**src/rtl/pulse_compressor.sv**
```systemverilog
// rtl/pulse_compressor.sv - compresses a stretched level pulse to a strobe and classifies its width
module pulse_compressor #(
    parameter int STRX = 8,
    parameter int TOL  = 1,
    parameter int MAXW = 255,
    parameter int CW   = 16,
    localparam int WW  = $clog2(MAXW + 1)
) (
    input  logic          clk,
    input  logic          reset_n,
    input  logic          din,
    input  logic          clr_cnt,
    output logic          pulse_out,
    output logic          busy,
    output logic [WW-1:0] width,
    output logic          width_valid,
    output logic          err_short,
    output logic          err_long,
    output logic [CW-1:0] good_cnt
);

    localparam logic [WW-1:0] W_LO  = WW'(STRX - TOL);
    localparam logic [WW-1:0] W_HI  = WW'(STRX + TOL);
    localparam logic [WW-1:0] W_SAT = WW'(MAXW);

    typedef enum logic [1:0] {
        S_ARM  = 2'd0,
        S_IDLE = 2'd1,
        S_HIGH = 2'd2
    } state_t;

    state_t        state_q, state_d;
    logic [WW-1:0] cnt_q, cnt_d;
    logic          pulse_out_q, pulse_out_d;
    logic          busy_q, busy_d;
    logic [WW-1:0] width_q, width_d;
    logic          width_valid_q, width_valid_d;
    logic          err_short_q, err_short_d;
    logic          err_long_q, err_long_d;
    logic [CW-1:0] good_cnt_q, good_cnt_d;

    logic          report;
    logic          is_short;
    logic          is_long;

    always_ff @(posedge clk or negedge reset_n) begin
        if (!reset_n) begin
            state_q <= S_ARM;
        end else begin
            state_q <= state_d;
        end
    end

    // ARM only leaves on a low level, so a line already high at reset is ignored.
    always_comb begin
        state_d = state_q;
        case (state_q)
            S_ARM:   if (!din) state_d = S_IDLE;
            S_IDLE:  if (din)  state_d = S_HIGH;
            S_HIGH:  if (!din) state_d = S_IDLE;
            default: state_d = S_ARM;
        endcase
    end

    assign report   = (state_q == S_HIGH) && !din;
    assign is_short = cnt_q < W_LO;
    assign is_long  = cnt_q > W_HI;

    always_comb begin
        cnt_d         = cnt_q;
        pulse_out_d   = 1'b0;
        busy_d        = (state_d == S_HIGH);
        width_d       = width_q;
        width_valid_d = 1'b0;
        err_short_d   = err_short_q;
        err_long_d    = err_long_q;
        good_cnt_d    = good_cnt_q;

        if (state_q == S_IDLE && din) begin
            cnt_d       = {{(WW-1){1'b0}}, 1'b1};
            pulse_out_d = 1'b1;
        end else if (state_q == S_HIGH && din && cnt_q != W_SAT) begin
            cnt_d = cnt_q + 1'b1;
        end

        if (report) begin
            width_d       = cnt_q;
            width_valid_d = 1'b1;
            err_short_d   = is_short;
            err_long_d    = is_long;
            if (!is_short && !is_long) begin
                good_cnt_d = good_cnt_q + 1'b1;
            end
        end

        // A clear wins over a good report landing on the same edge.
        if (clr_cnt) begin
            good_cnt_d = '0;
        end
    end

    always_ff @(posedge clk or negedge reset_n) begin
        if (!reset_n) begin
            cnt_q         <= '0;
            pulse_out_q   <= 1'b0;
            busy_q        <= 1'b0;
            width_q       <= '0;
            width_valid_q <= 1'b0;
            err_short_q   <= 1'b0;
            err_long_q    <= 1'b0;
            good_cnt_q    <= '0;
        end else begin
            cnt_q         <= cnt_d;
            pulse_out_q   <= pulse_out_d;
            busy_q        <= busy_d;
            width_q       <= width_d;
            width_valid_q <= width_valid_d;
            err_short_q   <= err_short_d;
            err_long_q    <= err_long_d;
            good_cnt_q    <= good_cnt_d;
        end
    end

    assign pulse_out   = pulse_out_q;
    assign busy        = busy_q;
    assign width       = width_q;
    assign width_valid = width_valid_q;
    assign err_short   = err_short_q;
    assign err_long    = err_long_q;
    assign good_cnt    = good_cnt_q;

endmodule

```
**config.mk**
```make
export PLATFORM = sky130hd
export DESIGN_NAME = pulse_compressor
export DESIGN_NICKNAME = d
export VERILOG_FILES = /design/src/rtl/pulse_compressor.sv
export SDC_FILE = /design/constraint.sdc
export NUM_CORES = 1
export LEC_CHECK = 0
export BUFFER_PORTS_ARGS = -buffer_cell sky130_fd_sc_hd__buf_2
export CAP_MARGIN = 20
export CORE_MARGIN = 4
export CORE_UTILIZATION = 40
export CTS_CLUSTER_SIZE = 30
export DETAILED_ROUTE_END_ITERATION = 16
export SYNTH_ARGS = -nofsm -noshare
export SYNTH_HDL_FRONTEND = slang
export SYNTH_SLANG_ARGS = --single-unit
```
**constraint.sdc**
```tcl
create_clock -name clk -period 1.8 [get_ports clk]
set_input_delay 0.27 -clock clk [delete_from_list [all_inputs] [get_ports clk]]
set_output_delay 0.27 -clock clk [all_outputs]
set_load 0.01 [all_outputs]
```
==> run metrics, run 1 <==
Slew Viols, Final 0; vias in the first global route 1679; Reg clk slew, reported paths 0.08 ns; 1st-iter DRT viols 80; via count 1722; Gate Count Post-Synth 189; hold slack final 0.189 ns; Critical Path Sink Type register; Yosys top cell area share 0.504; Clk network pwr share 0.296; PortBufs 32; Ant. Diodes 0; final hold vios 0; first-pass GRT wire length 7790 µm; Root Driver clkbuf_8; ranking of synthesized cells by area dfrtp_1 (50%), mux2_2 (5.2%), a21oi_1 (4.4%); std cell rows 25; Post-Syn Nets 197; Ys Warns 0; Worst Clk Skew 0.00578 ns; post-synthesis register bit count 39; Yosys cell types 36; Ports 33; Setup Slack @ Placement -0.157 ns; Data arrival, critical path 2.01 ns; Final ANT Viol Nets 0; Total Routing Usage GR 0.161; DIE WIDTH 77.6 µm; initial core utilization 0.413; drt total wl 4780 µm; final setup violation count 3; Slew @ Worst Pin 0.466 ns; top cell type by total area after synthesis dfrtp_1; power per cell area 713 nW/µm²; Worst VDD drop 463 µV; Worst Path Required 1.98 ns; die extent in y 77.6 µm; register share of total power 0.502; Pwr Total 1930 µW; Switching Share 0.278; clk_lat worst skew 0.29 ns; Comb power frac 0.202; crit path max fanout 6; failing checks setup timing; Internal 1400 µW; total CTS buffers 5; layout cells sized above 1 0.470; GPL Wtd Cong 0.794; crit path kind register to register; Sw Pwr 538 µW; outcome complete, but fails checks; syn avg cell area 10.2 µm²; largest net degree at the start of global routing 40; die footprint 6020 µm²; clk sink count 39; leakage 0.00131 µW; initial antenna violation count 0; Hold/Removal Path Class primary input to register; Seq/Total Area, Yosys 0.504; unrepaired setup endpoints after global routing true; layout net count 256; placed cell count 284; post-detail-place hpwl 2950 µm; Max Cap Violations 0; grt total ovfl 0; Area after DPL 2310 µm²; DR vias/cell 5.68; clk buf depth 2; TritonCTS clock tree built; Layout Cells excl Fill 303; crit path time final 1.83 ns; Final Cell Area 2710 µm²; Max Clk Rate 0.546 GHz; Slew HR 0.689; startpoint type of the worst setup path register; Synth-to-Final Area Change 40.1%; fin crit share 1.02; WL per Instance 15.8 µm; # DRC 0; CORE AREA 4690 µm²; DRT Pass-1 Iters 4; Mapped Area 1940 µm²; htree depth 2; PnR worst setup slack -0.0302 ns
-- layout by cell type (no fill, tap or decap), types with 4 or more instances in the layout --
master	Yosys	final
nor2_1	8	8
clkbuf_8	0	5
or4_1	11	5
dfrtp_1	39	39
o31ai_2	0	4
nand2_1	15	13
a21oi_2	0	9
nor4_4	0	4
and3_1	4	4
or4_4	0	6
mux2_2	9	8
buf_2	5	32
o21ai_0	5	5
a21oi_1	17	8
nand3_1	7	7
mux2_4	0	6
and4_1	4	4
buf_4	0	25
nand4_1	6	6
o31ai_1	11	7
inv_1	6	4
-- cell usage after synthesis, drive strengths merged --
| library cell | count |
|---|---|
| nor3b | 1 |
| nand3b | 2 |
| buf | 8 |
| o21bai | 1 |
| xor2 | 2 |
| ha | 4 |
| nand3 | 7 |
| nand4 | 6 |
| clkbuf | 5 |
| or3 | 2 |
| mux2i | 2 |
| dfrtp | 39 |
| a31oi | 1 |
| nor3 | 1 |
| o211ai | 1 |
| or4 | 11 |
| inv | 6 |
| nor4 | 4 |
| o31ai | 11 |
| a211oi | 1 |
| mux2 | 12 |
| nor2 | 8 |
| o22ai | 1 |
| nand2 | 15 |
| a21oi | 17 |
| nor2b | 3 |
| and4 | 4 |
| and2 | 2 |
| and3 | 4 |
| or3b | 1 |
| and3b | 1 |
| o21ai | 5 |
| nand2b | 1 |
-- flip-flops by register name, summed over array words and instances (netlist names) --
| name | cells |
|---|---|
| pulse_out | 1 |
| busy | 1 |
| cnt_q | 8 |
| width_valid | 1 |
| width | 8 |
| good_cnt | 16 |
| err_long | 1 |
| state_q | 2 |
| err_short | 1 |
-- path summary, 6_finish.rpt --
path	startpoint	to	slack [ns]	cells after the start
max	cnt_q[1]$_DFFE_PN0P_	good_cnt[14]$_DFFE_PN0P_	-0.03	6
min	din	state_q[0]$_DFF_PN0_	0.19	2
max reg2reg	cnt_q[1]$_DFFE_PN0P_	good_cnt[14]$_DFFE_PN0P_	-0.03	6
min reg2reg	state_q[1]$_DFF_PN0_	state_q[0]$_DFF_PN0_	0.50	1
max in group asynchronous	reset_n	cnt_q[0]$_DFFE_PN0P_	1.12	3
min in group asynchronous	reset_n	good_cnt[11]$_DFFE_PN0P_	0.48	3
-- what timing repair did --
action | in CTS | in global routing
hold buffers | 1 | 0
resized for setup | 7 | 38
cloned | 2 | 1
endpoints found under the hold margin | 39 | 0
pin swaps | 0 | 14
setup buffers | 1 | 6
setup endpoints to repair | 16 | 16
-- kinds of logic after synthesis --
family,after synthesis,share of synthesized area
xor+xnor,2,0.00905
buf+inv,19,0.0400
compound gates,38,0.118
fa+ha+maj,4,0.0258
mux,14,0.0801
simple gates,73,0.224
flops,39,0.504
-- power by group through the flow --
stage          combinational, µW  clock [µW]  sequential, µW
2_1_floorplan                114           0            1010
3_3_place_gp                 279           0             985
3_5_place_dp                 280           0             987
4_1_cts                      310         594             970
5_1_grt                      430         641             978
6_report                     390         573             971
-- critical path, cell delays in order (launching register included) --
cell and delay (ns):
dfrtp_1 0.42, inv_2 0.12, ha_4 0.15, o21bai_4 0.08, mux2_4 0.32, nor4_4 0.31, mux2_4 0.33
-- through the flow --
stage / util / setup TNS [ns]
2_1_floorplan: - / 0
3_3_place_gp: 0.491 / -0.938
3_5_place_dp: 0.491 / -1.93
4_1_cts: 0.526 / -0.121
5_1_grt: 0.578 / -1.01
6_report: 0.578 / -0.0426
-- cell type report --
cell class / count / area, µm²
Clock buffer: 5 / 68.8
Clock inverter: 3 / 15.0
Fill cell: 409 / 1980
Inverter: 6 / 22.5
Multi-Input combinational cell: 133 / 1110
Sequential cell: 39 / 976
Tap cell: 54 / 67.6
Timing Repair Buffer: 63 / 454
-- per-layer routing --
layer	GRT usage	up-vias	routed length [µm]
met5	0	-	0
met4	0.0534	0	78
met3	0.0371	9	220
met2	0.278	37	2460
met1	0.196	851	2020
li1	-	825	-
(Power assumes the default switching activity.)
==> run 2: changes to the inputs <==
--- a/config.mk
+++ b/config.mk
@@ -7,6 +7,7 @@
 export LEC_CHECK = 0
 export BUFFER_PORTS_ARGS = -buffer_cell sky130_fd_sc_hd__buf_2
 export CAP_MARGIN = 20
+export CORE_ASPECT_RATIO = 0.5
 export CORE_MARGIN = 4
 export CORE_UTILIZATION = 40
 export CTS_CLUSTER_SIZE = 30
==> run 2 against run 1 <==
The run still ends with setup timing left. Sequential share of layout area is 2.2 points higher. Via count is 3.4% lower. Sequential power hardly changed. Routed wire length is 7.6% lower. Total power is 6.3% higher. Clock skew is 0.00056 ns lower. Cell count is 1.3% higher. Combinational power is 9.0% lower. Die area is 1.1% higher.
==> run metrics, run 2 (synthesized netlist as in run 1, its figures left out) <==
hold worst-path end state_q[0]$_DFF_PN0_; CP Cell Sequence nor4_4 -> nand2_1 -> buf_6 -> nor4_4 -> mux2_1; Fill cells 410; die footprint 6090 µm²; Max Cap Violations 0; drt total wl 4420 µm; Layout Cells excl Fill 307; most frequent cells in the layout dfrtp_1 (38), buf_2 (32), buf_4 (20); GPL Wtd Cong 0.854; # DRC 0; Final Cell Area 2560 µm²; clk_lat worst skew 0.29 ns; Reg clk slew, reported paths 0.08 ns; TritonCTS clock tree built; most used cell, CP nor4_4; largest net degree at the start of global routing 26; Slew Viols, Final 0; R2R Setup Slk -0.003 ns; first-pass GRT wire length 7510 µm; hold slack final 0.194 ns; Area after DPL 2300 µm²; Ant. Diodes 0; failing checks setup timing; unrepaired setup endpoints after global routing true; most common cell after layout, fill and taps aside dfrtp_1; WL per Instance 14.4 µm; layout cells sized above 1 0.361; Worst path max stage delay 0.42 ns; total CTS buffers 5; PnR worst setup slack -0.00347 ns; leakage 0.00125 µW; Slew HR 0.692; Data arrival, critical path 1.97 ns; Sum Neg Setup Slack -0.00347 ns; vias in the first global route 1602; clk buf depth 2; Root Driver clkbuf_8; htree depth 2; initial core utilization 0.428; worst reg2reg path startpoint cnt_q[7]$_DFFE_PN0P_; via count 1663; DR vias/cell 5.42; initial antenna violation count 0; crit path kind register to register; 1st-iter DRT viols 73; final hold vios 0; PortBufs 32; crit path max fanout 25; FF-to-FF path depth 5; number of flip-flops in the largest register 16; end of the worst register-to-register path good_cnt[15]$_DFFE_PN0P_; Critical Path Sink Type register; std cell rows 17; outcome complete, but fails checks; placed cell count 293; Worst Path Required 1.97 ns; crit path time final 1.80 ns; final setup violation count 1; DRT Pass-1 Iters 4; Final ANT Viol Nets 0; die extent in y 57.2 µm; Hold Startpoint din; DIE WIDTH 106 µm; grt total ovfl 0; fin crit share 1.00; Slew @ Worst Pin 0.462 ns; Synth-to-Final Area Change 32.2%; CP delay by family, top simple AND/OR/NAND/NOR gates; Max Clk Rate 0.554 GHz; CORE AREA 4530 µm²; Total Routing Usage GR 0.151; post-detail-place hpwl 2910 µm; Worst VDD drop 395 µV; Worst Clk Skew 0.00522 ns; power per cell area 803 nW/µm²; CP bufs+invs 1; layout net count 248; Slowest cell on crit path dfrtp_1; Hold/Removal Path Class primary input to register; Setup Slack @ Placement -0.136 ns; Hold Crit Depth 2; startpoint type of the worst setup path register; Ports 33; clk sink count 39
-- run 2: cell types whose count changed in the layout (fill, tap and decap cells not counted), moves of 4 or more --
cell     change
a21oi_1      +8
a21oi_2      -8
buf_4        -5
or4_1        +5
or4_4        -5
mux2_4       -4
o31ai_1      +4
o31ai_2      -4
-- run 2: timing repair --
item / CTS / global route
hold endpoints to repair: 19 / 0
cloned: 2 / 0
resized for setup: 8 / 11
pin swaps: 0 / 1
buffers inserted: 0 / 3
hold buffers: 1 / 0
setup endpoints to repair: 15 / 16
-- run 2: worst reg2reg max path, delay by kind of cell, from the launching register on --
family	cells	cell delay [ns]
AND/OR/NAND/NOR	3	0.73
buffers and inverters	1	0.19
flip-flops	1	0.42
multiplexers	1	0.35
-- run 2: final cells by class --
cell class | instances | area [µm²] | area share
clock buffer | 5 | 68.8 | 0.0269
timing repair buffer | 55 | 352 | 0.137
sequential | 39 | 977 | 0.382
tap | 66 | 82.6 | 0.0323
clock inverter | 3 | 43.8 | 0.0171
inverter | 6 | 22.5 | 0.00880
multi-input combinational | 133 | 1010 | 0.396
-- run 2: per-stage QoR --
stage,power [µW],utilization
5_1_grt,2160,0.565
4_1_cts,2020,0.548
3_3_place_gp,1250,0.507
2_1_floorplan,1120,-
6_report,2060,0.565
3_5_place_dp,1260,0.507
-- run 2: worst max-delay path by stage --
stage | startpoint | end | cells after the start
floorplan | cnt_q[0]$_DFFE_PN0P_ | good_cnt[3]$_DFFE_PN0P_ | 7
global route | cnt_q[7]$_DFFE_PN0P_ | good_cnt[0]$_DFFE_PN0P_ | 6
finish | cnt_q[7]$_DFFE_PN0P_ | good_cnt[15]$_DFFE_PN0P_ | 5
global placement | cnt_q[0]$_DFFE_PN0P_ | good_cnt[5]$_DFFE_PN0P_ | 6
CTS | cnt_q[0]$_DFFE_PN0P_ | good_cnt[6]$_DFFE_PN0P_ | 6
detailed placement | cnt_q[0]$_DFFE_PN0P_ | good_cnt[5]$_DFFE_PN0P_ | 6
-- run 2: power by group --
group | total [µW] | internal, µW | switching, µW
logic | 355 | 169 | 187
registers | 968 | 934 | 34.1
clock network | 733 | 413 | 320
total | 2060 | 1520 | 541
-- run 2: layer usage --
layer  wire length, µm  vias up  part of all wire  global-route usage
met5                 0        -                 0                   0
met4                23        0            0.0052              0.0273
met3               159        4             0.036              0.0429
met2              2140       23              0.48               0.257
met1              2100      827              0.48               0.196
li1                  -      809                 -                   -
==> run 3: changes to the inputs <==
--- a/config.mk
+++ b/config.mk
@@ -9,9 +9,10 @@
 export CAP_MARGIN = 20
 export CORE_ASPECT_RATIO = 0.5
 export CORE_MARGIN = 4
-export CORE_UTILIZATION = 40
+export CORE_UTILIZATION = 45
 export CTS_CLUSTER_SIZE = 30
 export DETAILED_ROUTE_END_ITERATION = 16
+export PLACE_DENSITY = 0.69
 export SYNTH_ARGS = -nofsm -noshare
 export SYNTH_HDL_FRONTEND = slang
 export SYNTH_SLANG_ARGS = --single-unit
==> run 3 against run 2 <==
The flow now finishes without violations. Clock power up 20%. Global-route usage increased by 3.2 points. Via count rose by 0.30%. Sequential power barely moved. Clock skew is 0.0029 ns higher. Critical endpoint is now good_cnt[3]$_DFFE_PN0P_.
==> run metrics, run 3 (synthesized netlist as in run 1, its figures left out) <==
clk buf depth 2; Internal 1660 µW; Ant. Diodes 0; Sw Pwr 554 µW; most frequent cells in the layout dfrtp_1 (39), buf_2 (32), buf_4 (23); WL per Instance 15.4 µm; Clk network pwr share 0.398; Slew Viols, Final 0; PnR worst setup slack 0.0191 ns; Total Routing Usage GR 0.182; Hold/Removal Path Class primary input to asynchronous set/reset pin; die footprint 5480 µm²; startpoint type of the worst setup path register; hold buffer count at cts 0; Worst VDD drop 457 µV; first-pass GRT wire length 7700 µm; drt total wl 4580 µm; DR vias/cell 5.62; register share of total power 0.439; Data arrival, critical path 2.01 ns; Worst Path Required 2.03 ns; layout net count 250; initial core utilization 0.481; GPL Wtd Cong 0.780; # DRC 0; CORE AREA 4020 µm²; Worst Clk Skew 0.00812 ns; most common cell after layout, fill and taps aside dfrtp_1; 1st-iter DRT viols 49; DIE WIDTH 101 µm; Root Driver clkbuf_8; largest net degree at the start of global routing 40; Reg clk slew, reported paths 0.08 ns; Setup Slack @ Placement -0.151 ns; fin crit share 0.989; final setup violation count 0; crit path time final 1.78 ns; Worst path max stage delay 0.50 ns; via count 1668; post-detail-place hpwl 2910 µm; Slew @ Worst Pin 0.493 ns; number of flip-flops in the largest register 16; Critical Path Sink Type register; Area after DPL 2280 µm²; Comb power frac 0.163; Switching Share 0.251; clk_lat worst skew 0.30 ns; hold slack final 0.0163 ns; grt total ovfl 0; DRT Pass-1 Iters 4; Slowest cell on crit path or4_4; Final ANT Viol Nets 0; clk sink count 39; vias in the first global route 1631; htree depth 2; Fill cells 314; Slew HR 0.671; power per cell area 839 nW/µm²; TritonCTS clock tree built; crit path kind register to register; initial antenna violation count 0; Final Cell Area 2630 µm²; std cell rows 16; crit path max fanout 7; unrepaired setup endpoints after global routing true; Max Clk Rate 0.562 GHz; outcome finished clean; Synth-to-Final Area Change 36.0%; leakage 0.00127 µW; Ports 33; final hold vios 0; PortBufs 32; layout cells sized above 1 0.432; Max Cap Violations 0; CP Cell Sequence inv_2 -> ha_4 -> o21bai_4 -> mux2_4 -> or4_4 -> a21oi_2; total CTS buffers 5; die extent in y 54.4 µm
==> run 3: changes by cell type in the layout (fill, tap and decap cells not counted), sizes merged <==
cell	change
buf	+3
bufinv	+1
clkinv	-2
dlygate4sd3	-1
clkinvlp	+1
==> run 3: area by class of cell <==
class | instances | area [µm²] | share of cell area
timing repair buffer | 57 | 364 | 0.138
clock inverter | 3 | 67.6 | 0.0257
inverter | 6 | 22.5 | 0.00855
sequential | 39 | 976 | 0.371
clock buffer | 5 | 68.8 | 0.0261
tap | 54 | 67.6 | 0.0257
multi-input combinational | 133 | 1070 | 0.405
==> run 3: through the flow <==
step / total power, µW / instances / utilization / setup TNS, ns
floorplan: 1120 / 189 / - / 0
global placement: 1240 / 282 / 0.566 / -0.786
detailed placement: 1250 / 282 / 0.566 / -1.79
CTS: 2160 / 293 / 0.613 / 0
global route: 2320 / 297 / 0.655 / -0.224
finish: 2210 / 297 / 0.655 / 0
==> run 3: worst paths after layout <==
| path | start | to | slack, ns | cells past startpoint |
|---|---|---|---|---|
| min in group clk | din | state_q[0]$_DFF_PN0_ | 0.19 | 2 |
| hold reg to reg | width[7]$_DFFE_PN0P_ | width[7]$_DFFE_PN0P_ | 0.51 | 1 |
| setup / recovery | cnt_q[1]$_DFFE_PN0P_ | good_cnt[3]$_DFFE_PN0P_ | 0.02 | 6 |
| hold / removal | reset_n | state_q[1]$_DFF_PN0_ | 0.02 | 2 |
| setup reg to reg | cnt_q[1]$_DFFE_PN0P_ | good_cnt[3]$_DFFE_PN0P_ | 0.02 | 6 |
| max in group asynchronous | reset_n | good_cnt[0]$_DFFE_PN0P_ | 1.44 | 2 |
==> run 3: worst max-delay path, delay by kind of cell (launching register included) <==
| family | cells | cell delay, ns |
|---|---|---|
| and+or+nand+nor | 1 | 0.50 |
| buffers and inverters | 1 | 0.11 |
| DFF | 1 | 0.41 |
| AOI/OAI and AO/OA | 2 | 0.22 |
| adders and majority gates | 1 | 0.15 |
| muxes | 1 | 0.33 |
==> run 3: routing by layer <==
metal,share of wire,GRT usage,vias to the layer above,wire [µm]
met5,0,0,-,0
met4,0.0079,0.0582,0,36
met1,0.44,0.231,817,2010
met2,0.50,0.301,37,2310
li1,-,-,810,-
met3,0.049,0.0611,4,223
==> run 3: power groups by stage <==
stage / logic (µW) / clock network, µW / registers, µW
CTS: 287 / 900 / 968
finish: 361 / 879 / 970
floorplan: 114 / 0 / 1010
detailed placement: 268 / 0 / 986
global route: 395 / 947 / 978
global placement: 259 / 0 / 981
==> run 3: what timing repair did <==
action,in CTS,in global routing
setup endpoints to repair,16,16
pin swaps,2,11
cloned,2,0
buffers inserted,1,4
resized for setup,5,32
